[src/rtl/serial_adder_ctrl.sv]
// Bit-serial adder: one full-adder cell walks the operands LSB first,
// one bit per clock, with a carry flip-flop chaining successive bits.
// Handshake: start in IDLE launches an add, busy covers the WIDTH
// processing cycles, done pulses once when sum/cout are valid.
module serial_adder_ctrl #(
    parameter int WIDTH = 8
) (
    input  logic             clk,
    input  logic             rst_n,
    input  logic             start,
    input  logic [WIDTH-1:0] a,
    input  logic [WIDTH-1:0] b,
    input  logic             cin,
    output logic             busy,
    output logic             done,
    output logic [WIDTH-1:0] sum,
    output logic             cout
);

    // Counter must be at least one bit wide so WIDTH=1 still builds.
    localparam int CNT_W = (WIDTH > 1) ? $clog2(WIDTH) : 1;
    localparam logic [CNT_W-1:0] LAST_BIT = CNT_W'(WIDTH - 1);

    typedef enum logic [1:0] {
        IDLE,
        SHIFT,
        DONE
    } state_t;

    state_t           r_state;
    logic [WIDTH-1:0] r_a;
    logic [WIDTH-1:0] r_b;
    logic [WIDTH-1:0] r_result;
    logic [CNT_W-1:0] r_cnt;
    logic             r_carry;
    logic             r_busy;
    logic             r_done;

    logic             w_a_bit;
    logic             w_b_bit;
    logic             w_sum_bit;
    logic             w_carry_out;

    // The single shared full-adder cell, fed by the bit selected by the counter.
    always_comb begin
        w_a_bit     = r_a[r_cnt];
        w_b_bit     = r_b[r_cnt];
        w_sum_bit   = w_a_bit ^ w_b_bit ^ r_carry;
        w_carry_out = (w_a_bit & w_b_bit) | (w_a_bit & r_carry) | (w_b_bit & r_carry);
    end

    // Control FSM plus datapath registers; all outputs come straight from flops.
    always_ff @(posedge clk) begin
        if (!rst_n) begin
            // NOTE: the operand registers are plain flops, not a memory, so they
            // are cleared here along with the rest of the state; an aborted
            // operation leaves nothing behind.
            r_state  <= IDLE;
            r_a      <= '0;
            r_b      <= '0;
            r_result <= '0;
            r_cnt    <= '0;
            r_carry  <= 1'b0;
            r_busy   <= 1'b0;
            r_done   <= 1'b0;
        end else begin
            // NOTE: non-blocking assignments throughout, so every branch below
            // reads the pre-edge values of r_cnt and r_carry.
            case (r_state)
                IDLE: begin
                    r_done <= 1'b0;
                    if (start) begin
                        r_a     <= a;
                        r_b     <= b;
                        r_carry <= cin;
                        r_cnt   <= '0;
                        r_busy  <= 1'b1;
                        r_state <= SHIFT;
                    end
                end
                SHIFT: begin
                    r_result[r_cnt] <= w_sum_bit;
                    r_carry         <= w_carry_out;
                    r_cnt           <= r_cnt + CNT_W'(1);
                    if (r_cnt == LAST_BIT) begin
                        r_busy  <= 1'b0;
                        r_done  <= 1'b1;
                        r_state <= DONE;
                    end
                end
                DONE: begin
                    // start is deliberately not looked at here: no queuing.
                    r_done  <= 1'b0;
                    r_state <= IDLE;
                end
                default: begin
                    r_busy  <= 1'b0;
                    r_done  <= 1'b0;
                    r_state <= IDLE;
                end
            endcase
        end
    end

    // Result holds in r_result/r_carry until the next accepted start.
    assign busy = r_busy;
    assign done = r_done;
    assign sum  = r_result;
    assign cout = r_carry;

endmodule

[config.mk]
export PLATFORM = sky130hd
export DESIGN_NAME = serial_adder_ctrl
export DESIGN_NICKNAME = d
export VERILOG_FILES = /design/src/rtl/serial_adder_ctrl.sv
export SDC_FILE = /design/constraint.sdc
export NUM_CORES = 1
export LEC_CHECK = 0
export CAP_MARGIN = 20
export CORE_MARGIN = 4
export CORE_UTILIZATION = 44
export CTS_CLUSTER_DIAMETER = 200
export DETAILED_ROUTE_END_ITERATION = 8
export PLACE_DENSITY = 0.74
export SYNTH_ARGS = -nofsm -noshare
export SYNTH_HDL_FRONTEND = slang
export SYNTH_SLANG_ARGS = --single-unit
[constraint.sdc]
create_clock -name clk -period 5.45 [get_ports clk]
set_input_delay 0.8175 -clock clk [delete_from_list [all_inputs] [get_ports clk]]
set_output_delay 0.8175 -clock clk [all_outputs]
set_load 0.01 [all_outputs]
* Word level (Yosys, flattened, before mapping)
Cells that the tools add are included. W data, S select, Z words.
Storage, ports and cells: logic and storage cells 49, bits in registers 32, output and inout bits 11, input bits 20
Cells by class: magnitude comparators 2, $add $sub $neg 1, mux-type cells 17, bitwise logic cells 8, reductions and logical operators 8, equality and inequality tests 5
Operators by type and width (count):
- $bwmux W8 | 1
- $reduce_and A2 Y1 | 4
- $bmux W1 S3 | 2
- $mux W1 | 6
- $pmux W3 S2 | 1
- $lt A3 B4 Y1 const B | 1
- $mux W2 | 2
- $ne A2 B2 Y1 const B | 2
- $pmux W2 S2 | 1
- $add A3 B1 Y3 const B | 1
- $and A1 B1 Y1 | 3
- $demux W1 S3 | 1
- $eq A3 B3 Y1 const B | 1
- $ge A3 B1 Y1 const B | 1
- $mux W3 | 1
- $pmux W1 S3 | 1
- $reduce_and A3 Y1 | 1
- $eq A2 B1 Y1 const B | 1
- $eq A2 B2 Y1 const B | 1
- $logic_not A2 Y1 | 1
- $or A1 B1 Y1 | 2
- $pmux W1 S2 | 1
- $reduce_bool A2 Y1 | 1
- $xor A1 B1 Y1 | 2
- 2 further kinds | 2

* Logic depth before layout (Yosys ltp)
depth in word-level cells 6, gate-level depth with buffers 7

* Worst setup path after synthesis
No wires, ideal clock.
path kind reg2reg, start point reg r_cnt[0], end point reg r_result[6] (netlist: sum[6]), setup slack 3.390 ns, data arrival time 1.989 ns, path buffers 2, clock period less this slack 2.060 ns, stages on the path, launching flop included 8, path through dfxtp_1 buf_2 mux4_2 mux2i_1 fa_1 nand2b_1 clkbuf_1 mux2i_1
Between the ends: word-level cells in the longest chain between the ends 5, elaborated cells on any way between the ends 12, those cells by class order compare: 2; mux: 7; bitwise: 2; reduce/logical: 1
Ends and longest elaborated chain:
- from (decl) | line 34 | logic [CNT_W-1:0] r_cnt;
- from (signal assigned) | line 84 | r_cnt <= r_cnt + CNT_W'(1);
- $lt A3 B4 Y1 (not written as such) (tied with other cells) | line 82 | r_result[r_cnt] <= w_sum_bit;
- $logic_and A1 B1 Y1 (not written as such) (tied with other cells) | line 82
- $mux W1 (not written as such) / $xor A1 B1 Y1 (equally long branches) | line 82, 48
- $demux W1 S3 / $xor A1 B1 Y1 (equally long branches) | line 82, 48
- $bwmux W8 (*) | line 82
- to (signal, indexed assignment) | line 82
- to (decl) | line 33 | logic [WIDTH-1:0] r_result;
Every way passes the cells marked *; elsewhere a longest branch is shown, timed or not. The select of a mux whose other input is x is not followed. A chain may end at the register's enable or synchronous reset.

* Final worst setup path
start point reg r_cnt[1], end point reg r_result[2] (netlist: sum[2])
Same word-level chain as after synthesis.

==> impl_metrics.ini <==
[cts]
cts_sinks = 32
clockBufferDepth = 2
cts_htree_levels = 2
cts_tree = done
cts.repair.resized = 0
numCtsBuffers = 5
root_buffer = clkbuf_4
cts_setup_buffers = 0
path_clk_slew_ns = 0.10
clk_latency_ns = 0.33
hold_buffers = 0

[flow_run]
drv_cap = 0

[timing]
finalSetupViolCount = 0
slew_headroom_pct = 34.10
fin_crit_sh_pct = 43.60
slew_violations = 0
tightest_slew_ns = 0.9854
rsz0062_at_grt = false
holdWs_ns = 0.4591
max_freq_mhz = 420.8
finalHoldViolCount = 0
skew_ns = 0.007744
period_minus_slack_ns = 2.376
tns_ns = 0

[finish]
areaGrowthSynthToFinish_pct = 24.26
finish.utilization_pct = 58.40
multi_input_area_um2 = 739.5
regArea_um2 = 640.6
fillCellCount = 297
nNetsFinal = 205
drive_gt1_share_pct = 7.104
antenna_cells = 0

[detailed_routing]
initialDrtViolationCount = 42
finalWirelength_um = 2920
viasPerCell = 5.022
ant_nets = 0
num_vias = 1140
wl_per_cell_um = 12.86
drt-pass1-iter-count = 4
drc = 0

[yosys]
ys.flop_type = dfxtp_1
synth_top_family_by_area = simple AND/OR/NAND/NOR gates
synth_edf_count = 0
synth_fp_nets = 180
synth_compound_area_share_pct = 13.28
seq_area_frac_synth_pct = 43.57
yosysWarnings = 0
synth.area.mux_share_pct = 12.94
avgSynthCellArea_um2 = 9.364
yosysUniqueCellTypes = 31
synthAdderAreaFrac_pct = 3.064
yosysTopAreaCell = dfxtp_1
postSynthCellCount = 157
synth_top_area_share_pct = 43.57
synth_xor_area_share_pct = 0
netlist_area_um2 = 1470
synth_simple_gate_area_share_pct = 21.02
ys_seq_elements = 32
synthArstFlopShare_pct = 0
synthTopCellsByArea = dfxtp_1 44%, nand2_1 12%, mux2i_1 6.8%

[placed_design]
place_congestion = 0.7604
dp_hpwl_um = 2112
io_buffers = 30

[global_routing]
grt_start_max_net_pins = 34
grt_util_all_layers_pct = 15.05
antenna_found_initial = 0
grt_pass1_wl_um = 4892
grt.overflow.total = 0
grt_pass1_vias = 1133

[hold_path]
worstHoldStart = r_a[4]
hold_depth = 2
whs_endpoint = r_a[4]
hold_class = flip-flop to flip-flop

[critical_path]
critical-path-slowest-cell = dfxtp_1
reg2reg_from = r_cnt[1]
cp-end-kind = flip-flop
cp_cell_sequence = mux4_2 > mux2i_1 > fa_1 > nand2b_1 > mux2i_1
cpPeakStageDelay_ns = 0.61
worstPathRequired_ns = 5.71
cp_max_fo = 11
cpMostUsedCell = mux2i_1
cp-start-kind = flip-flop
worstRegToRegCells = 5
rrSetupSlack_ns = 3.07
setup.worst_path.class = flip-flop to flip-flop
worstReg2RegEnd = sum[2]
critPathArrivalTime_ns = 2.64

[floorplanning]
dieHeight_um = 65.81
placementRows = 20
initial_core_util_pct = 47.00
dieWidth_um = 65.81
coreArea_um2 = 3128
dieArea_um2 = 4330
ios = 31

[power_and_ir_drop]
ir_worst_vdd_mv = 0.1418
power_leakage_nw = 0.7329
finalPower_mw = 0.4923
power_density_nw_per_um2 = 269.5

[status]
outcome = finished, final reports clean
[critical path: cells and delay by family (launching register included)]
family / cells / cell delay, ns
flip-flops: 1 / 0.61
multiplexers: 3 / 0.97
adder cells (fa/ha/maj): 1 / 0.44
AND/OR/NAND/NOR: 1 / 0.28
[worst max path at each step]
| stage | from | endpoint | slack, ns |
|---|---|---|---|
| 2_1_floorplan | r_cnt[0] | sum[6] | 3.39 |
| 6_report | r_cnt[1] | sum[2] | 3.07 |
| 3_5_place_dp | rst_n | sum[5] | 2.81 |
| 4_1_cts | r_cnt[0] | sum[2] | 3.06 |
| 5_1_grt | r_cnt[1] | sum[5] | 2.85 |
| 3_3_place_gp | rst_n | sum[0] | 2.94 |
[layer usage]
metal	wire length, um	track usage, %
met5	0	0
met4	50	6.995
met3	132	5.272
met2	1411	25.03
met1	1325	17.15
[layout by cell type (no fill, tap or decap), types with 3 or more instances in the layout]
| cell type | n |
|---|---|
| clkbuf_4 | 5 |
| inv_1 | 4 |
| a21boi_0 | 6 |
| a21boi_1 | 10 |
| nor2b_1 | 6 |
| mux4_2 | 4 |
| nand2b_1 | 3 |
| mux2i_1 | 10 |
| clkdlybuf4s50_1 | 30 |
| nand2_1 | 46 |
| dfxtp_1 | 32 |
[per-stage QoR]
| step | std cells | setup WS [ns] | area, um^2 |
|---|---|---|---|
| 3_5_place_dp | 219 | 2.814 | 1750 |
| 4_1_cts | 227 | 3.057 | 1827 |
| 2_1_floorplan | 157 | 3.390 | 1470 |
| 5_1_grt | 227 | 2.845 | 1827 |
| 6_report | 227 | 3.074 | 1827 |
| 3_3_place_gp | 219 | 2.936 | 1750 |
[power by group]
group	leakage [nW]	internal [mW]	switching, mW
sequential	0.261	0.245	0.00866
combinational	0.429	0.0349	0.0283
clock	0.0422	0.0961	0.0798
total	0.733	0.376	0.117
[state kept, by name, summed over array words and instances (netlist names)]
name	flops
done	1
r_cnt	3
busy	1
r_a	8
r_b	8
cout	1
sum	8
r_state	2
[Yosys cell counts, types with 2 or more instances]
| library cell | n |
|---|---|
| a21oi_1 | 2 |
| a21boi_0 | 6 |
| buf_2 | 3 |
| buf_6 | 3 |
| a22oi_1 | 2 |
| inv_1 | 4 |
| nand3_1 | 2 |
| ha_1 | 2 |
| clkbuf_1 | 5 |
| mux2i_1 | 10 |
| and3_1 | 2 |
| dfxtp_1 | 32 |
| a21boi_1 | 10 |
| mux4_2 | 4 |
| o21ai_0 | 2 |
| nand2b_1 | 3 |
| nand2_1 | 46 |
| nor2b_1 | 6 |
[cell type report]
class                      count  area share, %
clock buffer                   6          2.260
tap                           44          3.014
multi-input combinational    109          40.48
inverter                       4         0.8219
timing repair buffer          30          16.44
clock inverter                 2          1.918
sequential                    32          35.07
[logic make-up after synthesis]
kind of cell,count (synthesis)
and+or+nand+nor,65
buffers and inverters,16
DFF,32
adders and majority gates,3
muxes,14
AOI/OAI and AO/OA,27
(Power assumes the default switching activity.)
